$ cat src/rtl/alu_mdu.sv
// alu_mdu: single-cycle ALU plus iterative unsigned multiply/divide.
// Ports: clk/rst_n; in_valid/in_ready request; alu_op, a, b operands;
// out_valid pulse with result_lo/result_hi and carry/zero/ovf/dbz flags.
module alu_mdu #(
  parameter int WIDTH = 32,
  parameter int CNT_W = 6
) (
  input  logic             clk,
  input  logic             rst_n,
  input  logic             in_valid,
  output logic             in_ready,
  input  logic [3:0]       alu_op,
  input  logic [WIDTH-1:0] a,
  input  logic [WIDTH-1:0] b,
  output logic             out_valid,
  output logic [WIDTH-1:0] result_lo,
  output logic [WIDTH-1:0] result_hi,
  output logic             carry_out,
  output logic             zero_flag,
  output logic             ovf_flag,
  output logic             dbz_flag
);

  localparam int W = WIDTH;
  localparam logic [CNT_W-1:0] LAST = CNT_W'(W - 1);
  localparam logic [CNT_W-1:0] ONE  = CNT_W'(1);

  typedef enum logic [1:0] {
    S_IDLE,
    S_MUL,
    S_DIV
  } state_t;

  state_t state, state_d;

  logic [CNT_W-1:0] cnt, cnt_d;
  logic [2*W-1:0]   acc, acc_d;
  logic [W-1:0]     opnd, opnd_d;

  logic         vld_d;
  logic [W-1:0] lo_d, hi_d;
  logic         c_d, z_d, o_d, dbz_d;

  logic op_and, op_or, op_add, op_sub;
  logic op_slt, op_mul, op_div;

  assign op_and = (alu_op == 4'b0000);
  assign op_or  = (alu_op == 4'b0001);
  assign op_add = (alu_op == 4'b0010);
  assign op_sub = (alu_op == 4'b0110);
  assign op_slt = (alu_op == 4'b0111);
  assign op_mul = (alu_op == 4'b1000);
  assign op_div = (alu_op == 4'b1010);

  assign in_ready = (state == S_IDLE);

  // Single-cycle datapath
  logic [W:0] add_s, sub_s;
  logic       add_ov, sub_ov, slt;

  assign add_s = {1'b0, a} + {1'b0, b};
  assign sub_s = {1'b0, a} + {1'b0, ~b}
               + {{W{1'b0}}, 1'b1};

  assign add_ov = (a[W-1] == b[W-1])
               && (add_s[W-1] != a[W-1]);
  assign sub_ov = (a[W-1] != b[W-1])
               && (sub_s[W-1] != a[W-1]);
  // Sign of a-b corrected by overflow gives a true signed compare.
  assign slt = sub_s[W-1] ^ sub_ov;

  logic [W-1:0] sc_lo, sc_hi;
  logic         sc_c, sc_o;

  always_comb begin
    sc_lo = '1;
    sc_hi = '0;
    sc_c  = 1'b0;
    sc_o  = 1'b0;
    unique case (1'b1)
      op_and: sc_lo = a & b;
      op_or:  sc_lo = a | b;
      op_add: begin
        sc_lo = add_s[W-1:0];
        sc_c  = add_s[W];
        sc_o  = add_ov;
      end
      op_sub: begin
        sc_lo = sub_s[W-1:0];
        sc_c  = sub_s[W];
        sc_o  = sub_ov;
      end
      op_slt: sc_lo = {{(W-1){1'b0}}, slt};
      // Only reached as a single-cycle op when b == 0.
      op_div: begin
        sc_lo = '1;
        sc_hi = a;
      end
      default: begin
        sc_lo = '1;
        sc_hi = '0;
      end
    endcase
  end

  // Shift-add multiply: acc = {partial, multiplier}.
  logic [W:0]   mul_sum;
  logic [2*W:0] mul_cat;
  logic [2*W-1:0] mul_nxt;

  assign mul_sum = {1'b0, acc[2*W-1:W]}
                 + (acc[0] ? {1'b0, opnd} : '0);
  assign mul_cat = {mul_sum, acc[W-1:0]};
  assign mul_nxt = mul_cat[2*W:1];

  // Restoring divide: acc = {remainder, dividend/quotient}.
  logic [W:0]     rem_sh, div_diff;
  logic [2*W-1:0] div_nxt;

  assign rem_sh   = {acc[2*W-1:W], acc[W-1]};
  assign div_diff = rem_sh - {1'b0, opnd};
  assign div_nxt  = div_diff[W]
    ? {rem_sh[W-1:0], acc[W-2:0], 1'b0}
    : {div_diff[W-1:0], acc[W-2:0], 1'b1};

  always_comb begin
    state_d = state;
    cnt_d   = cnt;
    acc_d   = acc;
    opnd_d  = opnd;
    vld_d   = 1'b0;
    lo_d    = result_lo;
    hi_d    = result_hi;
    c_d     = carry_out;
    z_d     = zero_flag;
    o_d     = ovf_flag;
    dbz_d   = dbz_flag;
    unique case (state)
      S_IDLE: begin
        if (in_valid) begin
          if (op_mul) begin
            state_d = S_MUL;
            cnt_d   = '0;
            acc_d   = {{W{1'b0}}, b};
            opnd_d  = a;
          end else if (op_div && (b != '0)) begin
            state_d = S_DIV;
            cnt_d   = '0;
            acc_d   = {{W{1'b0}}, a};
            opnd_d  = b;
          end else begin
            vld_d = 1'b1;
            lo_d  = sc_lo;
            hi_d  = sc_hi;
            c_d   = sc_c;
            o_d   = sc_o;
            dbz_d = op_div;
          end
        end
      end
      S_MUL: begin
        cnt_d = cnt + ONE;
        acc_d = mul_nxt;
        if (cnt == LAST) begin
          state_d = S_IDLE;
          vld_d   = 1'b1;
          lo_d    = mul_nxt[W-1:0];
          hi_d    = mul_nxt[2*W-1:W];
          c_d     = 1'b0;
          o_d     = 1'b0;
          dbz_d   = 1'b0;
        end
      end
      S_DIV: begin
        cnt_d = cnt + ONE;
        acc_d = div_nxt;
        if (cnt == LAST) begin
          state_d = S_IDLE;
          vld_d   = 1'b1;
          lo_d    = div_nxt[W-1:0];
          hi_d    = div_nxt[2*W-1:W];
          c_d     = 1'b0;
          o_d     = 1'b0;
          dbz_d   = 1'b0;
        end
      end
      default: state_d = S_IDLE;
    endcase
    // Zero flag tracks the published result only.
    if (vld_d) begin
      z_d = (lo_d == '0);
    end
  end

  always_ff @(posedge clk or negedge rst_n) begin
    if (!rst_n) begin
      state     <= S_IDLE;
      cnt       <= '0;
      acc       <= '0;
      opnd      <= '0;
      out_valid <= 1'b0;
      result_lo <= '0;
      result_hi <= '0;
      carry_out <= 1'b0;
      zero_flag <= 1'b0;
      ovf_flag  <= 1'b0;
      dbz_flag  <= 1'b0;
    end else begin
      state     <= state_d;
      cnt       <= cnt_d;
      acc       <= acc_d;
      opnd      <= opnd_d;
      out_valid <= vld_d;
      result_lo <= lo_d;
      result_hi <= hi_d;
      carry_out <= c_d;
      zero_flag <= z_d;
      ovf_flag  <= o_d;
      dbz_flag  <= dbz_d;
    end
  end

endmodule

$ cat config.mk
export PLATFORM = sky130hd
export DESIGN_NAME = alu_mdu
export DESIGN_NICKNAME = d
export VERILOG_FILES = /design/src/rtl/alu_mdu.sv
export SDC_FILE = /design/constraint.sdc
export NUM_CORES = 1
export LEC_CHECK = 0
export ABC_CLOCK_PERIOD_IN_PS = 5900
export BUFFER_PORTS_ARGS = -buffer_cell sky130_fd_sc_hd__buf_2
export CAP_MARGIN = 20
export CORE_ASPECT_RATIO = 2
export CORE_MARGIN = 2
export CORE_UTILIZATION = 59
export DETAILED_ROUTE_END_ITERATION = 7
export GPL_ROUTABILITY_DRIVEN = 0
export HOLD_SLACK_MARGIN = 0.08
export PLACE_DENSITY_LB_ADDON = 0.25
export SYNTH_ARGS = -nofsm -noshare
export SYNTH_HDL_FRONTEND = slang
export SYNTH_SLANG_ARGS = --single-unit
export TNS_END_PERCENT = 20
$ cat constraint.sdc
create_clock -name clk -period 5.9 [get_ports clk]
set_input_delay 1.18 -clock clk [delete_from_list [all_inputs] [get_ports clk]]
set_output_delay 1.18 -clock clk [all_outputs]
set_load 0.01 [all_outputs]
# Word-level counts from Yosys, hierarchy flattened
# Cells that the tools add are included.
# totals
regBits,173
latchBits,0
ramBits,0
mem_bits_ro,0
input_bits,71
output_inout_bits,70
word_cells,109
mem_count,0
# op_classes
add_sub_neg,6
mul,0
n_div,0
n_lt_le_gt_ge,0
n_eq_ne,20
shift,0
n_mux,51
bitwise,4
n_reduce_logical,17
# ops
cell,count
$mux 32,14
$mux 64,4
$pmux 32 s3,2
$pmux 64 s3,1
$pmux 32 s5,1
$add 32x32->33,3
$add 33x1->33 const B,1
$sub 33x32->33,1
$and 32x32->32,1
$logic_not 32->1,1
$not 32->32,1
$or 32x32->32,1
$reduce_bool 32->1,1
$mux 6,3
$mux 1,14
$pmux 1 s2,6
$pmux 6 s2,1
$reduce_and 3->1,4
$ne 2x2->1 const B,5
$eq 4x3->1 const B,2
$eq 4x4->1 const B,2
$mux 2,4
$add 6x1->6 const B,1
$eq 6x5->1 const B,1
other kinds (18),23

# Depth between registers and ports, before layout
# depth
word_depth,12
ltp_mapped,26
depth_no_buf,25

# Worst setup path before layout
# No wires, ideal clock.
# synth_timing
kind,in2reg
from,input port a[0]
to,register zero_flag
setup_time_ns,0.103
arrival_ns,5.110
required_time_ns,5.797
path_slack_ns,0.687
stages,15
n_path_buf,0
path_cell_list,inv_1 -> ha_1 -> fa_1 -> o21bai_1 -> a2111oi_0 -> nor4_1 -> nor3_1 -> a221o_1 -> a32o_1 -> or4_1 -> or4_1 -> or4b_1 -> nor4_2 -> nand4b_1 -> o41ai_2
# synth_via
elab_chain_len,11
elab_cells_between_ends,14
cone_classes,add/sub: 3; eq/ne: 1; mux: 5; bitwise: 3; reduce/logical: 2
# synth_rtl
item,line_no,text
from (decl),13,"input logic [WIDTH-1:0] a,"
$add 32x32->33,62,"assign sub_s = {1'b0, a} + {1'b0, ~b}"
$add 33x1->33,63,"+ {{W{1'b0}}, 1'b1};"
$ne 1x1->1,68,&& (sub_s[W-1] != a[W-1]);
$logic_and 1x1->1,68,
$xor 1x1->1,70,assign slt = sub_s[W-1] ^ sub_ov;
$pmux 32 s5 (*),80,unique case (1'b1)
$mux 32 (*),146,end else if (op_div && (b != '0)) begin
$mux 32 (*),141,if (op_mul) begin
$mux 32 (*),140,if (in_valid) begin
$pmux 32 s3 (*),138,unique case (state)
$logic_not 32->1 (*),191,z_d = (lo_d == '0);
to (signal assigned),217,zero_flag <= z_d;
to (decl),19,"output logic zero_flag,"
# Mark *: on every way between the ends. The rest lies on a longest branch, timed or not.
# A chain may end at the register's enable or synchronous reset.

# Worst setup path after layout
# Ends and elaborated chain as after synthesis.

==> impl_metrics.tcl <==
set metrics [dict create \
    status "completed" \
    synth-xor-area-share_pct 2.980 \
    drc_errors 0 \
    insertion_delay_ps 470 \
    clock_path_buffers 2 \
    drt_first_pass_iters 6 \
    cts_resized 0 \
    cp_slowest_cell "or4b_1" \
    cp.required_ps 6260 \
    clkSinkCount 173 \
    vdd_drop_max_v 0.0003803 \
    finalSetupViolCount 0 \
    worst_clock_skew_ps 11.18 \
    switchingPower_mw 3.927 \
    tightest_slew_ps 1210 \
    synthesis.area_mm2 0.01822 \
    synth.largest_area_cell "dfrtp_1" \
    grt_pass1_wl_mm 107.6 \
    leakage_nw 9.678 \
    powerDensity_mw_per_mm2 388.4 \
    cp-end-kind "register" \
    synth-simple-area-share_pct 20.63 \
    synth_top_family_by_area "compound AO/OA/AOI/OAI gates" \
    utilization_pct 65.68 \
    nets 2791 \
    ys_ff_latch 173 \
    min_period_over_period_pct 93.39 \
    port_buffers 140 \
    synthArstFlopShare_pct 100.0 \
    initial_core_util_pct 59.50 \
    fill_cells 2739 \
    synth.top_cell.area_share_pct 23.75 \
    ant_nets 0 \
    syn_area_per_cell_um2 7.463 \
    ios 141 \
    sw_frac_of_total_pct 50.27 \
    htree_levels 4 \
    ys.flop_type "dfrtp_1" \
    cts-root-buf "clkbuf_16" \
    cp_top_family "simple AND/OR/NAND/NOR gates" \
    grt_max_degree 109 \
    internal_power_mw 3.885 \
    area_growth_syn_to_layout_pct 10.38 \
    path_max_fanout 4 \
    ff_latch_area_mm2 0.004329 \
    min_path_type "reg2reg" \
    maxClockFrequency_ghz 0.1815 \
    maxSlewHeadroom_pct 19.10 \
    slowest_delay_ps 530 \
    drtIter0Drc 2281 \
    synthAdderAreaFrac_pct 12.56 \
    hold_buffers 0 \
    p_total_mw 7.812 \
    grt_pass1_vias 18900 \
    arrival_ps 5870 \
    syn_inst 2442 \
    cts_tree "done" \
    num_vias 19970 \
    p_clk_share_pct 15.0 \
    dieArea_mm2 0.03240 \
    rsz0062_at_grt "false" \
    hold_viol 0 \
    antenna_found_initial 3 \
    synth_edf_count 0 \
    maxCapViolations 0 \
    layout_min_cycle_time_ps 5510 \
    viasPerCell 6.825 \
    dp_hpwl_mm 51.99 \
    die_x_um 128.3 \
    syn_nets 2693 \
    synth.top_cells.by_area "dfrtp_1 24%, ha_1 12%, nand2_1 6.2%" \
    slew_viol_final 0 \
    wl_mm 69.77 \
    clk_pin_slew_ps 70 \
    cts-buffers-inserted 17 \
    fp.dieH_um 252.6 \
    worst-path-buf-inv 2 \
    synth_compound_area_share_pct 29.17 \
    pwr-share-comb_pct 57.0 \
    cp-start-kind "input pin" \
    multi_input_area_mm2 0.01285 \
    seq_area_frac_synth_pct 23.75 \
    path_class "in2reg" \
    tns_ps 0 \
    cp_cell_sequence "buf_2 > inv_1 > ha_1 > fa_1 > o21bai_1 > a2111oi_0 > nor4_1 > nor3_1 > a221o_1 > a32o_1 > or4_1 > or4_1 > or4b_1 > nor4_2 > nand4b_1 > o41ai_2" \
    yosys_warnings 0 \
    postCtsSetupBuffers 0 \
    wl_per_cell_um 23.85 \
    gr-usage-all-layers_pct 43.41 \
    synthMuxAreaShare_pct 4.854 \
    synthDistinctLibCells 86 \
    drive_above_1_share_pct 11.20 \
    seqPwrFrac_pct 28.0 \
    overflow 0 \
    fp.coreArea_mm2 0.03063 \
    rows 91 \
    cpMostUsedCell "or4_1" \
]
## stage by stage
step	area, µm²	worst slack [ps]	cells	hold slack [ps]
after detailed placement	19500	54.41	2892	495.4
final	20120	389.9	2926	504.8
after floorplan	18230	686.9	2442	463.9
after CTS	20090	503.4	2924	511.5
after global placement	19480	168.4	2891	485.0
after global routing	20110	187.4	2925	530.0
## cell usage after synthesis (20+ instances only)
cell type / count
and2_1: 47
a211oi_1: 34
o31ai_1: 32
a31oi_1: 40
nor4_1: 21
xor2_1: 20
nand2_1: 303
a22o_1: 20
a21oi_1: 227
o211ai_1: 23
xnor2_1: 42
ha_1: 175
dfrtp_1: 173
nor2_1: 238
o21bai_1: 22
nand2b_1: 20
a21o_1: 42
nand3_1: 47
nor3_1: 37
mux2i_1: 85
inv_1: 152
o22ai_1: 26
o21ai_0: 196
clkbuf_1: 121
## cell usage in the layout (no fill, tap or decap), types with 8 or more instances in the layout
| master | count |
|---|---|
| o21a_1 | 12 |
| nor2b_1 | 19 |
| mux2i_1 | 85 |
| dfrtp_1 | 173 |
| nand4_1 | 11 |
| a22oi_1 | 13 |
| a21o_1 | 42 |
| nand2b_1 | 20 |
| a221oi_1 | 17 |
| a21boi_0 | 8 |
| nor2_1 | 237 |
| buf_2 | 139 |
| nand3_1 | 46 |
| ha_1 | 174 |
| o21ai_0 | 196 |
| and3_1 | 18 |
| o32ai_1 | 8 |
| nor3_1 | 35 |
| or3_1 | 14 |
| o22a_1 | 9 |
| a22o_1 | 20 |
| or2_2 | 11 |
| nand2_1 | 303 |
| a31oi_1 | 40 |
| o21bai_1 | 22 |
| o211ai_1 | 23 |
| o31ai_1 | 32 |
| and2_1 | 46 |
| a211oi_1 | 33 |
| a2111oi_0 | 11 |
| xnor2_1 | 42 |
| o221ai_1 | 9 |
| buf_4 | 73 |
| nor4_1 | 20 |
| xor2_1 | 20 |
| a211o_1 | 9 |
| clkbuf_16 | 17 |
| inv_1 | 152 |
| a21oi_1 | 227 |
| o22ai_1 | 26 |
## kinds of logic after synthesis
kind of cell / Yosys count
buffers and inverters: 289
XOR/XNOR: 62
multiplexers: 88
AO/OA/AOI/OAI: 828
AND/OR/NAND/NOR: 822
flip-flops: 173
adder cells (fa/ha/maj): 180
## power groups by stage
stage	clock network [mW]	registers (mW)	logic, mW
global route	1.21	2.22	4.86
detailed placement	0	2.17	4.26
CTS	1.17	2.15	4.28
floorplan	0	2.09	2.87
finish	1.17	2.18	4.46
global placement	0	2.16	4.15
## tightest hold or removal path: stages, from the launching register on
cell and delay (ps):
dfrtp_1 360, nand2_1 50, o21ai_0 60
## worst paths after layout
check / to / slack (ps) / from / depth (start not counted)
max: zero_flag / 390 / a[0] / 16
max in group asynchronous: result_lo[20] / 3970 / rst_n / 2
min reg2reg: opnd[7] / 500 / opnd[7] / 2
min in group asynchronous: acc[54] / 800 / rst_n / 1
min: opnd[7] / 500 / opnd[7] / 2
max reg2reg: result_hi[9] / 680 / acc[31] / 18
## registers in the layout (all words and copies together) (netlist names)
name	count
acc	64
zero_flag	1
result_lo	32
state	2
out_valid	1
dbz_flag	1
opnd	32
result_hi	32
carry_out	1
ovf_flag	1
cnt	6
## area by class of cell
cell class	instances	share of cell area [%]
multi-input cells	1980	63.89
flip-flops and latches	173	21.52
repair buffers	215	6.450
inverters	153	2.855
well taps	372	2.314
clock buffers	18	2.183
clock inverters	14	0.7775
diodes	1	0.01244
## per-layer routing
| layer | vias to the layer above | routed length, µm | GRT usage (%) |
|---|---|---|---|
| met5 | - | 57 | 1.272 |
| li1 | 9007 | - | - |
| met1 | 9206 | 24470 | 50.42 |
| met2 | 1324 | 29900 | 65.30 |
| met4 | 6 | 7186 | 34.54 |
| met3 | 427 | 8158 | 13.46 |
Power figures use the tool's default switching activity.
